## config.mk

```make
export PLATFORM = sky130hd
export DESIGN_NAME = axi_ifu_rd_master
export DESIGN_NICKNAME = d
export VERILOG_FILES = /design/src/rtl/axi_pkg.sv /design/src/rtl/axi_ifu_rd_master.sv
export SDC_FILE = /design/constraint.sdc
export NUM_CORES = 1
export LEC_CHECK = 0
export CORE_MARGIN = 2
export CORE_UTILIZATION = 34
export CTS_BUF_LIST = sky130_fd_sc_hd__clkbuf_8
export CTS_CLUSTER_SIZE = 40
export DETAILED_ROUTE_END_ITERATION = 12
export GPL_TIMING_DRIVEN = 0
export PLACE_DENSITY = 0.93
export SYNTH_ARGS = -nofsm -noshare
export SYNTH_HDL_FRONTEND = slang
export SYNTH_SLANG_ARGS = --single-unit
```

## constraint.sdc

```tcl
create_clock -name aclk -period 2.9 [get_ports aclk]
set_clock_uncertainty 0.15 [all_clocks]
set_input_delay 0.725 -clock aclk [delete_from_list [all_inputs] [get_ports aclk]]
set_output_delay 0.725 -clock aclk [all_outputs]
set_load 0.005 [all_outputs]
```

## src/rtl/axi_pkg.sv

```systemverilog
// Shared AXI read-master definitions: response/burst encodings, read FSM
// states and a constant-foldable clog2 used for port and counter sizing.
package axi_pkg;

  localparam logic [1:0] AXI_RESP_OKAY   = 2'b00;
  localparam logic [1:0] AXI_RESP_EXOKAY = 2'b01;
  localparam logic [1:0] AXI_RESP_SLVERR = 2'b10;
  localparam logic [1:0] AXI_RESP_DECERR = 2'b11;

  localparam logic [1:0] AXI_BURST_INCR  = 2'b01;

  typedef enum logic [1:0] {
    IDLE  = 2'd0,
    AR    = 2'd1,
    R     = 2'd2,
    DRAIN = 2'd3
  } rd_state_e;

  function automatic int clog2(input int value);
    int r;
    r = 0;
    while ((1 << r) < value) r++;
    return r;
  endfunction

endpackage

```

## src/rtl/axi_ifu_rd_master.sv

```systemverilog
// AXI4 read-only master for instruction-fetch / I-cache line refills.
// One request at a time becomes one INCR burst; beats are passed straight
// through to the requester with backpressure. Flush aborts the fetch and the
// remaining beats are drained silently. Beat framing (rsp_last) comes from a
// local beat counter; a slave rlast that disagrees is flagged with rsp_err.
// Optional watchdog: define AXI_RD_TIMEOUT_EN to abort a stalled AR/R phase
// after TIMEOUT_CYC idle cycles with a forced error beat.
module axi_ifu_rd_master
  import axi_pkg::*;
#(
  parameter int ADDR_W      = 32,
  parameter int DATA_W      = 64,
  parameter int MAX_LEN     = 8,
  parameter int TIMEOUT_CYC = 1024
) (
  input  logic                    aclk,
  input  logic                    areset,
  input  logic                    flush,
  input  logic                    req_valid,
  output logic                    req_ready,
  input  logic [ADDR_W-1:0]       req_addr,
  input  logic [clog2(MAX_LEN):0] req_len,
  output logic                    rsp_valid,
  input  logic                    rsp_ready,
  output logic [DATA_W-1:0]       rsp_data,
  output logic                    rsp_last,
  output logic                    rsp_err,
  output logic [ADDR_W-1:0]       araddr,
  output logic [7:0]              arlen,
  output logic [2:0]              arsize,
  output logic                    arvalid,
  input  logic                    arready,
  input  logic [DATA_W-1:0]       rdata,
  input  logic [1:0]              rresp,
  input  logic                    rlast,
  input  logic                    rvalid,
  output logic                    rready
);

  localparam int                LEN_W     = clog2(MAX_LEN) + 1;
  localparam int                BYTE_LSB  = clog2(DATA_W / 8);
  localparam logic [ADDR_W-1:0] ADDR_MASK = ~ADDR_W'((1 << BYTE_LSB) - 1);

  // Reject parameter sets the 8-bit arlen or the watchdog cannot represent.
  if (MAX_LEN < 1 || MAX_LEN > 256 || TIMEOUT_CYC < 2) begin : g_param_check
    $error("axi_ifu_rd_master: unsupported MAX_LEN or TIMEOUT_CYC");
  end

  rd_state_e   state, next_state;
  logic        accept_en;
  logic        flush_seen;
  logic [7:0]  beat_cnt;
  logic [7:0]  len_m1;
  logic        counted_last;
  logic        req_hs;
  logic        timeout;

  assign arsize       = 3'(BYTE_LSB);
  assign counted_last = (beat_cnt == arlen);
  assign req_hs       = req_valid && req_ready;

  // Clamp the requested length into 1..MAX_LEN and convert to AXI beats-1.
  always_comb begin
    if (req_len == '0) begin
      len_m1 = 8'd0;
    end else if (req_len > LEN_W'(MAX_LEN)) begin
      len_m1 = 8'(MAX_LEN - 1);
    end else begin
      len_m1 = 8'(req_len) - 8'd1;
    end
  end

`ifdef AXI_RD_TIMEOUT_EN
  localparam int WD_W = clog2(TIMEOUT_CYC) + 1;

  logic [WD_W-1:0] wd_cnt;
  logic            wd_active;
  logic            wd_kick;

  assign wd_active = (state == AR) || (state == R);
  assign wd_kick   = ((state == AR) && arvalid && arready) ||
                     ((state == R) && rvalid && rready);
  assign timeout   = wd_active && (wd_cnt == WD_W'(TIMEOUT_CYC - 1));

  // Watchdog: counts stalled AR/R cycles, cleared by any channel progress.
  always_ff @(posedge aclk or posedge areset) begin
    if (areset) begin
      wd_cnt <= '0;
    end else if (!wd_active || wd_kick || timeout) begin
      wd_cnt <= '0;
    end else begin
      wd_cnt <= wd_cnt + WD_W'(1);
    end
  end
`else
  assign timeout = 1'b0;
`endif

  // Next-state and channel outputs; R is a zero-latency pass-through.
  always_comb begin
    next_state = state;
    req_ready  = 1'b0;
    arvalid    = 1'b0;
    rready     = 1'b0;
    rsp_valid  = 1'b0;
    rsp_last   = 1'b0;
    rsp_err    = 1'b0;
    rsp_data   = '0;
    case (state)
      IDLE: begin
        req_ready = accept_en && !flush;
        if (req_valid && accept_en && !flush) next_state = AR;
      end
      AR: begin
        arvalid = 1'b1;
        if (arready) next_state = (flush || flush_seen) ? DRAIN : R;
      end
      R: begin
        rsp_valid = rvalid;
        rready    = rsp_ready;
        rsp_data  = rdata;
        rsp_last  = rvalid && counted_last;
        rsp_err   = rvalid && ((rresp != AXI_RESP_OKAY) || (rlast != counted_last));
        if (rvalid && rsp_ready && (counted_last || rlast)) begin
          next_state = IDLE;
        end else if (flush) begin
          next_state = DRAIN;
        end
      end
      DRAIN: begin
        rready = 1'b1;
        if (rvalid && (counted_last || rlast)) next_state = IDLE;
      end
      default: next_state = IDLE;
    endcase
    if (timeout) begin
      arvalid    = 1'b0;
      rready     = 1'b0;
      rsp_valid  = 1'b1;
      rsp_last   = 1'b1;
      rsp_err    = 1'b1;
      rsp_data   = '0;
      next_state = DRAIN;
    end
  end

  // State, request latch, flush memory and beat counter.
  always_ff @(posedge aclk or posedge areset) begin
    if (areset) begin
      state      <= IDLE;
      accept_en  <= 1'b0;
      flush_seen <= 1'b0;
      beat_cnt   <= 8'd0;
      araddr     <= '0;
      arlen      <= 8'd0;
    end else begin
      state     <= next_state;
      accept_en <= 1'b1;
      if (state == IDLE && req_hs) begin
        araddr     <= req_addr & ADDR_MASK;
        arlen      <= len_m1;
        flush_seen <= 1'b0;
        beat_cnt   <= 8'd0;
      end
      if (state == AR) flush_seen <= flush_seen || flush;
      if ((state == R || state == DRAIN) && rvalid && rready) begin
        beat_cnt <= beat_cnt + 8'd1;
      end
    end
  end

endmodule

```

==> results by group <==
STA
  • Slew Limit Fails: 0
  • Setup Viol. Count Final: 1
  • Final WS setup: -0.1830 ns
  • Max Clk Rate: roughly 0.32 GHz
  • RSZ-0062 raised after global routing: true
  • Hold Vio Cnt, Final: 0
  • TNS Setup: -0.1830 ns
  • Final Critical Period: about 3 ns
  • Tcrit/Tclk final: 106.3%
  • Min Hold Slack: ~0.36 ns

Setup path
  • Crit-path slowest cell: or4_1
  • Worst path buffer plus inverter count: 1
  • Startpoint Class: flop
  • Critical path arrival: around 2.2 ns
  • Crit-path max FO: 2
  • Worst EP required: ~2.0 ns
  • Critical Path End Type: output port
  • Top delay family on crit path: simple AND/OR/NAND/NOR gates
  • Crit-path cells: or4_1 > mux2i_1 > nand2_1 > ha_1 > o31a_1 > buf_2
  • Slowest stage delay, CP: 0.51 ns
  • Setup CP Type: flop to output port

Die
  • Initial core utilization: between 30% and 40%
  • Num rows: 32
  • Core area: between 7000 and 8000 sq um
  • Die Area: around 8700 sq um
  • Die H: just over 90 microns
  • Die W: between 90 and 100 microns
  • I/O pin count: between 200 and 250

Pwr
  • Comb pwr share: between 50 and 60%
  • Cell Pwr Density: approximately 660 nW/um^2
  • Sw power: around 1.0 mW
  • Switching Share: 30.87%
  • Leakage power total: 2.261 nW
  • Worst vdd ir: around 0.5 mV
  • Clock power frac: roughly 11%
  • Int Pwr: about 2.3 mW
  • Sequential cell fraction of total power: 32.8%
  • Total power: 3.398 mW

Route
  • First-pass DRT Iterations: 4
  • Iteration-0 DRC count of the detailed router: a little over 90
  • # DRC: 0
  • Routed length per instance: between 15 and 20 microns
  • WL final: approximately 9900 microns
  • Routed Antenna Nets: 0
  • Drt via density: roughly 4.6
  • Via count: roughly 2700

Placed design
  • Place WS: -0.4223 ns
  • Global placement routability congestion: between 0.7 and 0.8
  • Port bufs: 213
  • Dpl cell area: approximately 5000 sq um
  • Detailed placement HPWL: slightly above 8000 microns
  • Placed Cells incl. Taps: about 570

Global route
  • Gr usage total: roughly 22%
  • Vias in the first global route: ~2800
  • Largest net degree at the start of global routing: 31
  • Total grt overflow: 0
  • Initial antenna violation count: 0
  • First-pass GRT wire length: approximately 15000 microns

Synth
  • Unique cell type count in the Yosys netlist: 41
  • Ys Warns: 0
  • Synth Instances: 250
  • Register area share after synthesis: between 40% and 50%
  • Post-synthesis register bit count: between 40 and 50
  • Post-synthesis average cell area: 10.86 sq um
  • Cell area after synthesis: 2715 sq um

Clock tree
  • Hold_buf cts: 0
  • Clk slew on worst S/H paths: ~0.080 ns
  • Cts bufs inserted: 5
  • Clk buf depth: 2
  • # H-tree levels: 2
  • TritonCTS clock tree: yes
  • Worst-Skew Late Latency: around 0.3 ns
  • CTS Sinks: between 40 and 50
  • Root Driver: clkbuf_8

Min path
  • Hold Crit Class: flop to flop

Flow run
  • MaxCap Viol Count: 0

Run status
  • Outcome: complete, but fails checks
  • Failing checks: negative setup slack

Finish
  • Layout Utilization: ~67%
  • Final instance area: 5159 sq um
  • Share of layout cells above drive strength 1: 15.21%
  • Antenna Cells: 0
  • Layout Nets: roughly 600
  • Post-route insts no fill: a little under 600
  • Area Growth Syn to Fin: 90.00%
[power by group through the flow]
stage / Clock [mW] / Sequential, mW / Combinational, mW
2_1_floorplan: 0 / 1.11 / 0.721
3_3_place_gp: 0 / 1.10 / 1.79
3_5_place_dp: 0 / 1.13 / 1.84
4_1_cts: 0.384 / 1.12 / 1.90
5_1_grt: 0.408 / 1.15 / 2.05
6_report: 0.374 / 1.11 / 1.91
[final timing paths]
| check | cells after the start | endpoint | start | slack [ns] |
|---|---|---|---|---|
| max in group asynchronous | 3 | state[0]$_DFFE_PP0P_ | areset | 1.52 |
| max reg2reg | 6 | state[0]$_DFFE_PP0P_ | beat_cnt[5]$_DFFE_PP0P_ | 0.43 |
| min | 1 | araddr[29]$_DFFE_PP0P_ | araddr[29]$_DFFE_PP0P_ | 0.36 |
| min in group asynchronous | 2 | araddr[15]$_DFFE_PP0P_ | areset | 0.57 |
| max | 6 | rsp_err | beat_cnt[5]$_DFFE_PP0P_ | -0.18 |
| min reg2reg | 1 | araddr[29]$_DFFE_PP0P_ | araddr[29]$_DFFE_PP0P_ | 0.36 |
[sequential cells by signal (all words and copies together), names as in the netlist]
register and cells:
arlen 5, state 2, accept_en 1, araddr 29
beat_cnt 8, flush_seen 1
[cell usage after synthesis]
library cell	number	area (sq um)
and2_1	66	412.9
dfrtp_1	46	1151
mux2_4	20	300.3
mux2_2	11	123.9
buf_4	9	67.56
clkbuf_1	9	33.78
inv_1	9	33.78
nand2_1	8	30.03
o21ai_0	8	40.04
a21oi_1	5	25.02
xor2_1	5	43.79
o211ai_1	4	30.03
buf_12	3	60.06
ha_1	3	37.54
mux2i_1	3	30.03
nor2_1	3	11.26
nor2b_1	3	18.77
nor4_1	3	18.77
or4_1	3	22.52
and3_1	2	12.51
conb_1	2	7.510
nand3_1	2	10.01
nand3b_1	2	15.01
nand4_1	2	12.51
o21a_1	2	15.01
o31a_1	2	17.52
a22o_1	1	8.760
a22oi_1	1	7.510
a311o_1	1	10.01
and2b_1	1	7.510
buf_2	1	5.000
inv_2	1	3.750
maj3_1	1	10.01
nor2_8	1	20.02
nor3_1	1	5.000
nor4bb_1	1	10.01
o211a_1	1	10.01
o221a_2	1	11.26
o22ai_1	1	6.260
or3b_2	1	8.760
or4b_1	1	10.01
[layout by cell type (no fill, tap or decap), types with 3 or more instances in the layout]
master | synthesis | routed
clkbuf_4 | 0 | 4
dfrtp_1 | 46 | 43
xor2_1 | 5 | 5
nor2b_1 | 3 | 3
conb_1 | 2 | 7
buf_12 | 3 | 4
dfrtp_2 | 0 | 3
or4_1 | 3 | 3
buf_4 | 9 | 15
o211ai_1 | 4 | 4
clkbuf_8 | 0 | 6
mux2_2 | 11 | 11
inv_1 | 9 | 9
nand2_1 | 8 | 8
mux2_4 | 20 | 20
ha_1 | 3 | 3
nor2_1 | 3 | 3
o21ai_0 | 8 | 8
a21oi_1 | 5 | 5
mux2i_1 | 3 | 3
clkdlybuf4s50_1 | 0 | 200
and2_1 | 66 | 65
dlygate4sd2_1 | 0 | 11
[metal layers]
metal	global-route usage (%)	vias up	share of wire (%)
met4	8.211	0	3.5
met2	38.91	140	51
met3	6.205	22	8.2
met5	0	-	0
li1	-	1288	-
met1	24.21	1243	37
[cells by family after synthesis]
group,Yosys count,share of synthesized area [%]
adders and majority gates,4,1.751
DFF,46,42.40
xor gates and xnor gates,5,1.613
AOI/OAI and AO/OA,27,6.682
muxes,34,16.73
other,2,0.2766
and+or+nand+nor,100,23.04
buffers and inverters,32,7.511
[timing repair]
item | CTS | global route
endpoints found under the setup margin | 65 | 53
setup buffers | 2 | 2
gates resized for setup | 31 | 14
pin swaps | 1 | 4
[final cells by class]
cell class	instances	area, sq um
multi-input cells	177	1388
clock inverters	2	11.26
plain buffers	22	205.2
clock buffers	5	68.82
inverters	10	37.54
flip-flops and latches	46	1155
repair buffers	218	2166
well taps	102	127.6
fillers	577	2569
[worst register-to-register path, delay by kind of cell, from the launching register on]
kind                     cells  cell delay, ns
multiplexers                 1            0.21
flip-flops                   1            0.39
AND/OR/NAND/NOR              3            1.10
AO/OA/AOI/OAI                1            0.28
adder cells (fa/ha/maj)      1            0.23
No activity file was read; power rests on OpenSTA's default activity.
